--- config.mk ---
export PLATFORM = sky130hd
export DESIGN_NAME = rf_wb_arbiter_flat
export DESIGN_NICKNAME = d
export VERILOG_FILES = /design/src/rtl/rv_pkg.sv /design/src/rtl/rf_wb_arbiter_if.sv /design/src/rtl/rf_busy_scoreboard.sv /design/src/rtl/rf_wb_arbiter.sv /design/src/flat_wrapper.sv
export SDC_FILE = /design/constraint.sdc
export NUM_CORES = 1
export LEC_CHECK = 0
export ABC_AREA = 1
export CAP_MARGIN = 20
export CORE_MARGIN = 4
export CORE_UTILIZATION = 55
export CTS_BUF_LIST = sky130_fd_sc_hd__clkbuf_4 sky130_fd_sc_hd__clkbuf_8
export CTS_CLUSTER_DIAMETER = 80
export DETAILED_ROUTE_END_ITERATION = 8
export GPL_ROUTABILITY_DRIVEN = 1
export GPL_TIMING_DRIVEN = 1
export PLACE_DENSITY = 0.95
export SLEW_MARGIN = 5
export SYNTH_ARGS = -nofsm -noshare
export SYNTH_HDL_FRONTEND = slang
export SYNTH_HIERARCHICAL = 1
export SYNTH_SLANG_ARGS = --single-unit
--- constraint.sdc ---
create_clock -name clk -period 5 [get_ports clk]
set_clock_uncertainty 0.05 [all_clocks]
set_input_delay 0.75 -clock clk [delete_from_list [all_inputs] [get_ports clk]]
set_output_delay 0.75 -clock clk [all_outputs]
set_load 0.05 [all_outputs]
--- src/rtl/rv_pkg.sv ---
// Register-file constants, write-port bundle and helpers shared by the
// writeback arbiter and its busy scoreboard.
package rv_pkg;

  localparam int XLEN   = 32;
  localparam int REG_AW = 5;
  localparam int NREGS  = 1 << REG_AW;

  typedef struct packed {
    logic              we;
    logic [REG_AW-1:0] addr;
    logic [XLEN-1:0]   data;
  } rf_wr_t;

  typedef struct packed {
    logic [REG_AW-1:0] rd;
    logic [XLEN-1:0]   data;
  } hold_t;

  typedef enum logic [1:0] {
    SEL_NONE,
    SEL_WB,
    SEL_HOLD,
    SEL_MD
  } wr_sel_e;

  // x0 is never a real destination.
  function automatic logic rd_live(input logic [REG_AW-1:0] rd);
    return rd != '0;
  endfunction

endpackage

--- src/rtl/rf_wb_arbiter_if.sv ---
// Bundle of writeback, MDU, issue, hazard-lookup and register-file write
// signals around rf_wb_arbiter.
interface rf_wb_arbiter_if;
  import rv_pkg::*;

  logic              wb_valid;
  logic [REG_AW-1:0] wb_rd;
  logic [XLEN-1:0]   wb_data;

  logic              md_valid;
  logic              md_ready;
  logic [REG_AW-1:0] md_rd;
  logic [XLEN-1:0]   md_data;

  logic              iss_valid;
  logic [REG_AW-1:0] iss_rd;

  logic [REG_AW-1:0] rs1_addr;
  logic [REG_AW-1:0] rs2_addr;
  logic              rs1_busy;
  logic              rs2_busy;

  logic              rf_we;
  logic [REG_AW-1:0] rf_waddr;
  logic [XLEN-1:0]   rf_wd;
  logic              stall_req;

  modport slave (
    input  wb_valid, wb_rd, wb_data,
    input  md_valid, md_rd, md_data,
    input  iss_valid, iss_rd,
    input  rs1_addr, rs2_addr,
    output md_ready, rs1_busy, rs2_busy,
    output rf_we, rf_waddr, rf_wd, stall_req
  );

  modport master (
    output wb_valid, wb_rd, wb_data,
    output md_valid, md_rd, md_data,
    output iss_valid, iss_rd,
    output rs1_addr, rs2_addr,
    input  md_ready, rs1_busy, rs2_busy,
    input  rf_we, rf_waddr, rf_wd, stall_req
  );

endinterface

--- src/rtl/rf_busy_scoreboard.sv ---
// Pending-MDU-write vector: one bit per register, x0 never busy, with two
// combinational lookup ports for decode.
module rf_busy_scoreboard
  import rv_pkg::*;
(
  input  logic              clk,
  input  logic              rst,
  input  logic              set_en,
  input  logic [REG_AW-1:0] set_addr,
  input  logic              clr_en,
  input  logic [REG_AW-1:0] clr_addr,
  input  logic [REG_AW-1:0] rd_addr_a,
  input  logic [REG_AW-1:0] rd_addr_b,
  output logic              busy_a,
  output logic              busy_b
);

  logic [NREGS-1:0] busy_q;
  logic [NREGS-1:0] busy_d;

  // Set is applied after clear so a same-cycle reissue keeps the bit.
  always_comb begin
    busy_d = busy_q;
    if (clr_en) busy_d[clr_addr] = 1'b0;
    if (set_en) busy_d[set_addr] = 1'b1;
    busy_d[0] = 1'b0;
  end

  always_ff @(posedge clk or negedge rst) begin
    if (!rst) begin
      busy_q <= '0;
    end else begin
      busy_q <= busy_d;
    end
  end

  assign busy_a = busy_q[rd_addr_a];
  assign busy_b = busy_q[rd_addr_b];

endmodule

--- src/rtl/rf_wb_arbiter.sv ---
// Register-file write-port arbiter between pipeline WB and the MDU, with a
// one-entry MDU hold register. Define RF_WB_STARVE_GUARD_EN to add the
// hold starvation counter and stall_req.
module rf_wb_arbiter
  import rv_pkg::*;
#(
  parameter int MAX_WAIT = 4
) (
  input  logic           clk,
  input  logic           rst,
  rf_wb_arbiter_if.slave bus
);

  logic              hold_valid_q;
  hold_t             hold_q;
  rf_wr_t            wr_q;
  rf_wr_t            wr_d;
  wr_sel_e           sel;
  logic              wb_eff;
  logic              md_acc;
  logic              md_live;
  logic              hold_load;
  logic              drain;
  logic              md_commit;
  logic [REG_AW-1:0] commit_rd;

  assign wb_eff       = bus.wb_valid && rd_live(bus.wb_rd);
  assign bus.md_ready = rst && !hold_valid_q;
  assign md_acc       = bus.md_valid && bus.md_ready;
  // Accepted x0 results are acknowledged and dropped here.
  assign md_live      = md_acc && rd_live(bus.md_rd);

  always_comb begin
    sel = SEL_NONE;
    if (wb_eff) begin
      sel = SEL_WB;
    end else if (hold_valid_q) begin
      sel = SEL_HOLD;
    end else if (md_live) begin
      sel = SEL_MD;
    end
  end

  assign hold_load = wb_eff && md_live;
  assign drain     = (sel == SEL_HOLD);

  always_comb begin
    wr_d      = '0;
    md_commit = 1'b0;
    commit_rd = '0;
    case (sel)
      SEL_WB: begin
        wr_d = '{we: 1'b1, addr: bus.wb_rd, data: bus.wb_data};
      end
      SEL_HOLD: begin
        wr_d      = '{we: 1'b1, addr: hold_q.rd, data: hold_q.data};
        md_commit = 1'b1;
        commit_rd = hold_q.rd;
      end
      SEL_MD: begin
        wr_d      = '{we: 1'b1, addr: bus.md_rd, data: bus.md_data};
        md_commit = 1'b1;
        commit_rd = bus.md_rd;
      end
      default: begin
      end
    endcase
  end

  always_ff @(posedge clk or negedge rst) begin
    if (!rst) begin
      wr_q         <= '0;
      hold_valid_q <= 1'b0;
      hold_q       <= '0;
    end else begin
      wr_q <= wr_d;
      if (hold_load) begin
        hold_valid_q <= 1'b1;
        hold_q       <= '{rd: bus.md_rd, data: bus.md_data};
      end else if (drain) begin
        hold_valid_q <= 1'b0;
      end
    end
  end

  assign bus.rf_we    = wr_q.we;
  assign bus.rf_waddr = wr_q.addr;
  assign bus.rf_wd    = wr_q.data;

  rf_busy_scoreboard u_busy (
    .clk       (clk),
    .rst       (rst),
    .set_en    (bus.iss_valid && rd_live(bus.iss_rd)),
    .set_addr  (bus.iss_rd),
    .clr_en    (md_commit),
    .clr_addr  (commit_rd),
    .rd_addr_a (bus.rs1_addr),
    .rd_addr_b (bus.rs2_addr),
    .busy_a    (bus.rs1_busy),
    .busy_b    (bus.rs2_busy)
  );

`ifdef RF_WB_STARVE_GUARD_EN
  localparam int CW = 4;

  logic [CW-1:0] wait_q;
  logic [CW-1:0] wait_d;
  logic          stall_q;

  // Counts held-but-not-drained cycles, saturating at MAX_WAIT.
  always_comb begin
    wait_d = wait_q;
    if (drain) begin
      wait_d = '0;
    end else if (hold_valid_q && (wait_q < CW'(MAX_WAIT))) begin
      wait_d = wait_q + 1'b1;
    end
  end

  always_ff @(posedge clk or negedge rst) begin
    if (!rst) begin
      wait_q  <= '0;
      stall_q <= 1'b0;
    end else begin
      wait_q  <= wait_d;
      stall_q <= (wait_d >= CW'(MAX_WAIT));
    end
  end

  assign bus.stall_req = stall_q;
`else
  logic unused_max_wait;
  assign unused_max_wait = (MAX_WAIT != 0);
  assign bus.stall_req   = 1'b0;
`endif

endmodule
--- src/flat_wrapper.sv ---
// flat-port wrapper written by rule: the top's interface ports become plain ports
module rf_wb_arbiter_flat import rv_pkg::*;
#(
  parameter int MAX_WAIT = 4
)
  (clk, rst, bus_wb_valid, bus_wb_rd, bus_wb_data, bus_md_valid, bus_md_rd, bus_md_data, bus_iss_valid, bus_iss_rd, bus_rs1_addr, bus_rs2_addr, bus_md_ready, bus_rs1_busy, bus_rs2_busy, bus_rf_we, bus_rf_waddr, bus_rf_wd, bus_stall_req);
  rf_wb_arbiter_if bus_i ();
  input  logic clk;
  input  logic rst;
  input wire logic [$bits(bus_i.wb_valid)-1:0] bus_wb_valid;
  input wire logic [$bits(bus_i.wb_rd)-1:0] bus_wb_rd;
  input wire logic [$bits(bus_i.wb_data)-1:0] bus_wb_data;
  input wire logic [$bits(bus_i.md_valid)-1:0] bus_md_valid;
  input wire logic [$bits(bus_i.md_rd)-1:0] bus_md_rd;
  input wire logic [$bits(bus_i.md_data)-1:0] bus_md_data;
  input wire logic [$bits(bus_i.iss_valid)-1:0] bus_iss_valid;
  input wire logic [$bits(bus_i.iss_rd)-1:0] bus_iss_rd;
  input wire logic [$bits(bus_i.rs1_addr)-1:0] bus_rs1_addr;
  input wire logic [$bits(bus_i.rs2_addr)-1:0] bus_rs2_addr;
  output wire logic [$bits(bus_i.md_ready)-1:0] bus_md_ready;
  output wire logic [$bits(bus_i.rs1_busy)-1:0] bus_rs1_busy;
  output wire logic [$bits(bus_i.rs2_busy)-1:0] bus_rs2_busy;
  output wire logic [$bits(bus_i.rf_we)-1:0] bus_rf_we;
  output wire logic [$bits(bus_i.rf_waddr)-1:0] bus_rf_waddr;
  output wire logic [$bits(bus_i.rf_wd)-1:0] bus_rf_wd;
  output wire logic [$bits(bus_i.stall_req)-1:0] bus_stall_req;
  assign bus_i.wb_valid = bus_wb_valid;
  assign bus_i.wb_rd = bus_wb_rd;
  assign bus_i.wb_data = bus_wb_data;
  assign bus_i.md_valid = bus_md_valid;
  assign bus_i.md_rd = bus_md_rd;
  assign bus_i.md_data = bus_md_data;
  assign bus_i.iss_valid = bus_iss_valid;
  assign bus_i.iss_rd = bus_iss_rd;
  assign bus_i.rs1_addr = bus_rs1_addr;
  assign bus_i.rs2_addr = bus_rs2_addr;
  assign bus_md_ready = bus_i.md_ready;
  assign bus_rs1_busy = bus_i.rs1_busy;
  assign bus_rs2_busy = bus_i.rs2_busy;
  assign bus_rf_we = bus_i.rf_we;
  assign bus_rf_waddr = bus_i.rf_waddr;
  assign bus_rf_wd = bus_i.rf_wd;
  assign bus_stall_req = bus_i.stall_req;
  rf_wb_arbiter #(.MAX_WAIT(MAX_WAIT)) u_core (.clk(clk), .rst(rst), .bus(bus_i));
endmodule
==> flow_summary.yaml, run 1 <==
status:
  status: "finished clean"
setup_path:
  cp_top_family: "buffers and inverters"
  cpPeakStageDelay_ps: 790
  crit_fanout: 17
  crit_chain: "clkdlybuf4s50_1 > inv_6 > nand2_1 > nand3_1 > nand3_1 > nand2_1 > nand2_1 > nand2_1 > nand2_1 > nand2_1 > clkdlybuf4s50_1"
  crit_type: "in2out"
  cp_common_cell: "nand2_1"
  path_depth: 11
  worstRegToRegCells: 10
  worst-endpoint-arrival_ps: 3150
  cpMaxStageDelayCell: "clkdlybuf4s50_1"
  cp-start-kind: "primary input"
  path_buf_inv: 3
  worstPathRequired_ps: 4200
  worst_setup_path_end_kind: "primary output"
drt:
  firstDrtPassIters: 5
  final_antenna_net_count: 0
  num_vias: 5377
  drcViolationCount: 0
  viasPerCell: 5.80
  wl_per_cell_um: 17.5
  routed_wirelength_um: 16300
  drt-initial-drc-count: 519
yosys:
  synth_nets: 771
  ys_seq_elements: 107
  synthTopCellsByArea: "dfrtp_1 49%, nand2_1 16%, nand3_1 15%"
  synth_top_area_share_pct: 49.0
  synth_cells: 677
  yosys_warnings: 6
  yosys-top-cells-count: "236 x nand2_1, 167 x nand3_1, 107 x dfrtp_1, 49 x o21ai_1, 22 x inv_1"
  synth-main-ff-cell: "dfrtp_1"
  synth_area_sq_mm: 0.00546
  synth-async-reset-ratio_pct: 100
  synth_top_area_cell: "dfrtp_1"
  synth.distinct_cells: 23
  synth_edf_count: 0
  avgSynthCellArea_sq_um: 8.07
  yosysMostFrequentCell: "nand2_1"
  yosysSeqAreaShare_pct: 49.0
finish:
  utilization_pct: 70.6
  drive_gt1_share_pct: 7.05
  antenna_cells: 0
  nets: 884
  fillers: 748
  syn_to_final_growth_pct: 25.7
global_route:
  grt_antenna_before_repair: 0
  grt_max_degree: 80
  grt_usage_pct: 28.6
  grt_pass1_wl_um: 26100
  grt_overflow: 0
  grt_pass1_vias: 5292
floorplan:
  dieArea_sq_mm: 0.0116
  ios: 136
  die_x_um: 108
  start_util_pct: 56.1
  die_h_um: 108
  num_rows: 36
  coreArea_sq_mm: 0.00973
clocking:
  hold_buffers: 0
  cts_tree: "done"
  clkTransAtPathRegs_ps: 110
  cts_buffer_depth: 2
  cts.sinks: 107
  cts_setup_buffers: 0
  cts-htree-levels: 3
  cts_resized: 0
  cts-root-buf: "clkbuf_8"
  numCtsBuffers: 9
  insertion_delay_ps: 360
sta:
  setup_tns_ps: 0
  slew_violations: 0
  fmax_mhz: 253
  layout_worst_path_cycle_share_pct: 79.0
  slew_headroom_pct: 36.5
  worst_pin_slew_ps: 952
  hold_viol_final: 0
  fin_crit_ps: 3950
  setup_viol: 0
  rsz0062_at_grt: "false"
  whs_ps: 300
power:
  power_density_mw_per_mm2: 323
  irDropWorstVdd_mv: 0.188
  p_leak_nw: 3.19
  power.total_w: 0.00222
worst_hold_path:
  hp-class: "in2async"
flow_run:
  drv_cap: 0
placed_design:
  hpwl_um: 11800
  globalplace.congestion: 1.05
  io_buffers: 134
## final timing paths
check / slack [ps] / endpoint / startpoint
max: 1050 / bus_rs1_busy / bus_rs1_addr[0]
min: 300 / u_core/bus.rf_wd[6] / rst
max reg2reg: 2510 / u_core/u_busy/busy_q[18] / u_core/hold_valid_q
min reg2reg: 430 / u_core/hold_q[36] / u_core/hold_q[36]
max in group asynchronous: 3360 / u_core/hold_q[3] / rst
min in group clk: 430 / u_core/hold_q[36] / u_core/hold_q[36]
## routing by layer
| metal | vias up | wire (um) | share of wire, % | global-route usage [%] |
|---|---|---|---|---|
| met5 | - | 0 | 0 | 0 |
| met4 | 0 | 476 | 2.9 | 9.83 |
| met3 | 42 | 1430 | 8.8 | 6.66 |
| met2 | 291 | 8140 | 50 | 48.8 |
| met1 | 2577 | 6210 | 38 | 35.8 |
| li1 | 2467 | - | - | - |
## state kept, by name, summed over array words and instances, names as in the netlist
register and flops:
u_core/hold_valid_q 1, u_core/bus.rf_wd 32, u_core/bus.rf_waddr 5, u_core/hold_q 37
u_core/u_busy/busy_q 31, u_core/bus.rf_we 1
## area by class of cell
type	instances	area [sq um]	share of cell area (%)
multi-input cells	502	2350	34.3
clock buffers	10	131	1.91
well taps	133	166	2.42
inverters	34	140	2.04
clock inverters	5	46.3	0.674
repair buffers	136	1350	19.7
flip-flops and latches	107	2680	39.0
## report_power, final
part / internal [W] / switching (W) / total, W
registers: 0.00101 / 0.000116 / 0.00113
clock network: 0.000192 / 0.000294 / 0.000486
logic: 0.000228 / 0.000375 / 0.000603
total: 0.00143 / 0.000785 / 0.00222
## placed cells by master, fill, tap and decap left out
| cell type | n |
|---|---|
| buf_4 | 3 |
| o21ai_0 | 15 |
| dfrtp_1 | 107 |
| clkbuf_8 | 9 |
| conb_1 | 1 |
| clkinv_4 | 3 |
| nor2_8 | 1 |
| nand3_1 | 167 |
| nor2_1 | 6 |
| nand3b_1 | 1 |
| clkbuf_4 | 1 |
| inv_1 | 22 |
| nand2_1 | 236 |
| o21ai_1 | 49 |
| nand2_4 | 3 |
| inv_8 | 1 |
| a21oi_1 | 1 |
| nor2_4 | 1 |
| nand2_2 | 1 |
| inv_2 | 9 |
| clkdlybuf4s50_1 | 133 |
| inv_6 | 3 |
| inv_4 | 1 |
| nand3_2 | 20 |
## stage by stage
stage	setup slack, ps	instances	cell area, sq um
floorplan	2490	677	5460
global placement	1120	912	6690
detailed placement	1080	912	6690
CTS	1070	927	6870
global route	832	927	6870
finish	1050	927	6870
## worst reg2reg max path: stages, from the launching register on
cell and delay, ps:
dfrtp_1 400, inv_2 80, nand2_2 70, nor2_4 130
nand2_4 100, inv_4 420, nand3_1 220, nand2_1 190
nand3_1 330, o21ai_0 280, o21ai_1 100
## cells by family (layout without fill, tap and decap cells)
group           Yosys count  after routing  share of synthesized area [%]
compound gates           65             65                           5.96
buf+inv                  68            185                           7.92
flops                   107            107                           49.0
other cells               1              1                         0.0686
simple gates            436            436                           37.0
Note: power is estimated with default switching activity, not from simulation.
==> run 2, diff against run 1 <==
CORE_UTILIZATION = 51   (was 55)
PLACE_DENSITY = 0.94   (was 0.95)
clock period = 4.1 ns   (was 5 ns; I/O delays follow)
==> flow_summary.yaml, run 2 (synthesized netlist as in run 1, its figures left out) <==
status:
  status: "finished clean"
global_route:
  grt_overflow: 0
  grt_antenna_before_repair: 0
  grt_pass1_vias: 5130
  grt_max_degree: 72
  grt_pass1_wl_um: 25600
  grt_usage_pct: 25.1
drt:
  firstDrtPassIters: 5
  wl_per_cell_um: 16.7
  drt-initial-drc-count: 503
  routed_wirelength_um: 15600
  num_vias: 5266
  viasPerCell: 5.64
  final_antenna_net_count: 0
  drcViolationCount: 0
setup_path:
  crit_chain: "clkdlybuf4s50_1 > inv_6 > nand2_1 > nand3_1 > nand3_1 > nand2_1 > nand2_1 > nand2_1 > nand2_1 > nand2_1 > clkdlybuf4s50_1"
  cp_top_family: "buffers and inverters"
  r2r-start: "u_core/hold_valid_q"
  crit_fanout: 17
  cpMaxStageDelayCell: "clkdlybuf4s50_1"
  worst_setup_path_end_kind: "primary output"
  worst-endpoint-arrival_ps: 2970
  reg2reg_slack_ps: 1600
  path_buf_inv: 3
  worstPathRequired_ps: 3430
  crit_start: "bus_rs1_addr[0]"
  cp-start-kind: "primary input"
  cpPeakStageDelay_ps: 790
  cp_common_cell: "nand2_1"
  crit_type: "in2out"
finish:
  multi_input_area_sq_mm: 0.00235
  final_cell_mix: "236 x nand2_1, 167 x nand3_1, 133 x clkdlybuf4s50_1, 107 x dfrtp_1, 49 x o21ai_1"
  drive_gt1_share_pct: 7.40
  final_cell_area_sq_mm: 0.00692
  utilization_pct: 66.7
  nets: 886
  layout_commonest_cell: "nand2_1"
  fillers: 819
  seq_area_sq_mm: 0.00268
  top_register: "u_core/hold_q"
  syn_to_final_growth_pct: 26.7
  largest_reg_flops: 37
  antenna_cells: 0
floorplan:
  dieArea_sq_mm: 0.0124
  ios: 136
  start_util_pct: 52.7
  die_x_um: 111
  num_rows: 37
  die_h_um: 111
  coreArea_sq_mm: 0.0104
sta:
  finalWorstSetupSlack_ps: 461
  hold_viol_final: 0
  rsz0062_at_grt: "false"
  fmax_mhz: 275
  setup_viol: 0
  setup_tns_ps: 0
  worst_pin_slew_ps: 872
  slew_headroom_pct: 41.9
  fin_crit_ps: 3640
  slew_violations: 0
  layout_worst_path_cycle_share_pct: 88.8
flow_run:
  drv_cap: 0
clocking:
  numCtsBuffers: 9
  cts-root-buf: "clkbuf_8"
  cts_buffer_depth: 2
  hold_buffers: 0
  insertion_delay_ps: 370
  cts_resized: 0
  cts.sinks: 107
  cts-htree-levels: 3
  clkTransAtPathRegs_ps: 110
  cts_setup_buffers: 0
  cts_tree: "done"
placed_design:
  hpwl_um: 11000
  placed_area_sq_mm: 0.00671
  io_buffers: 134
  place_worst_setup_slack_ps: 495
  globalplace.congestion: 0.986
worst_hold_path:
  hp-class: "in2async"
power:
  pwr-share-comb_pct: 26.4
  swShare_pct: 34.9
  p_sw_w: 0.000968
  pwr-share-clk_pct: 24.1
  seq_power_share_pct: 49.4
  power_density_mw_per_mm2: 402
  irDropWorstVdd_mv: 0.230
  internal_power_w: 0.00181
  power.total_w: 0.00278
  p_leak_nw: 3.22
run 2: cell types whose count changed in the layout (fill, tap and decap cells not counted), sizes merged:
cell and change:
buf +2, inv +1, bufinv +1, clkbuf -1
run 2: power groups by stage:
stage	registers [W]	clock network (W)	logic, W
floorplan	0.00145	0	0.000355
finish	0.00137	0.000671	0.000734
global route	0.00139	0.000722	0.000805
detailed placement	0.00138	0	0.000730
global placement	0.00138	0	0.000708
CTS	0.00137	0.000680	0.000732
run 2: worst paths after layout:
path,end,depth (start not counted)
setup / recovery,bus_rs1_busy,11
hold / removal,u_core/u_busy/busy_q[24],2
setup reg to reg,u_core/u_busy/busy_q[9],10
hold reg to reg,u_core/hold_q[27],2
max in group asynchronous,u_core/hold_q[33],3
min in group clk,u_core/hold_q[27],2
run 2: through the flow:
stage          instances  hold slack (ps)
3_3_place_gp         917              403
6_report             933              271
5_1_grt              933              300
3_5_place_dp         917              409
2_1_floorplan        677              269
4_1_cts              933              282
run 2: final cells by class:
type,instances,share of cell area [%]
clock buffer,9,1.79
multi-input combinational,502,34.0
inverter,34,2.03
clock inverter,7,1.25
timing repair buffer,138,19.8
sequential,107,38.7
tap,136,2.46
run 2: layer usage:
metal	GRT usage, %	wire [um]	vias up	share of wire, %
met2	41.2	7590	261	49
met3	7.88	1620	38	10
li1	-	-	2467	-
met1	31.3	5940	2500	38
met5	0	0	-	0
met4	9.16	408	0	2.6
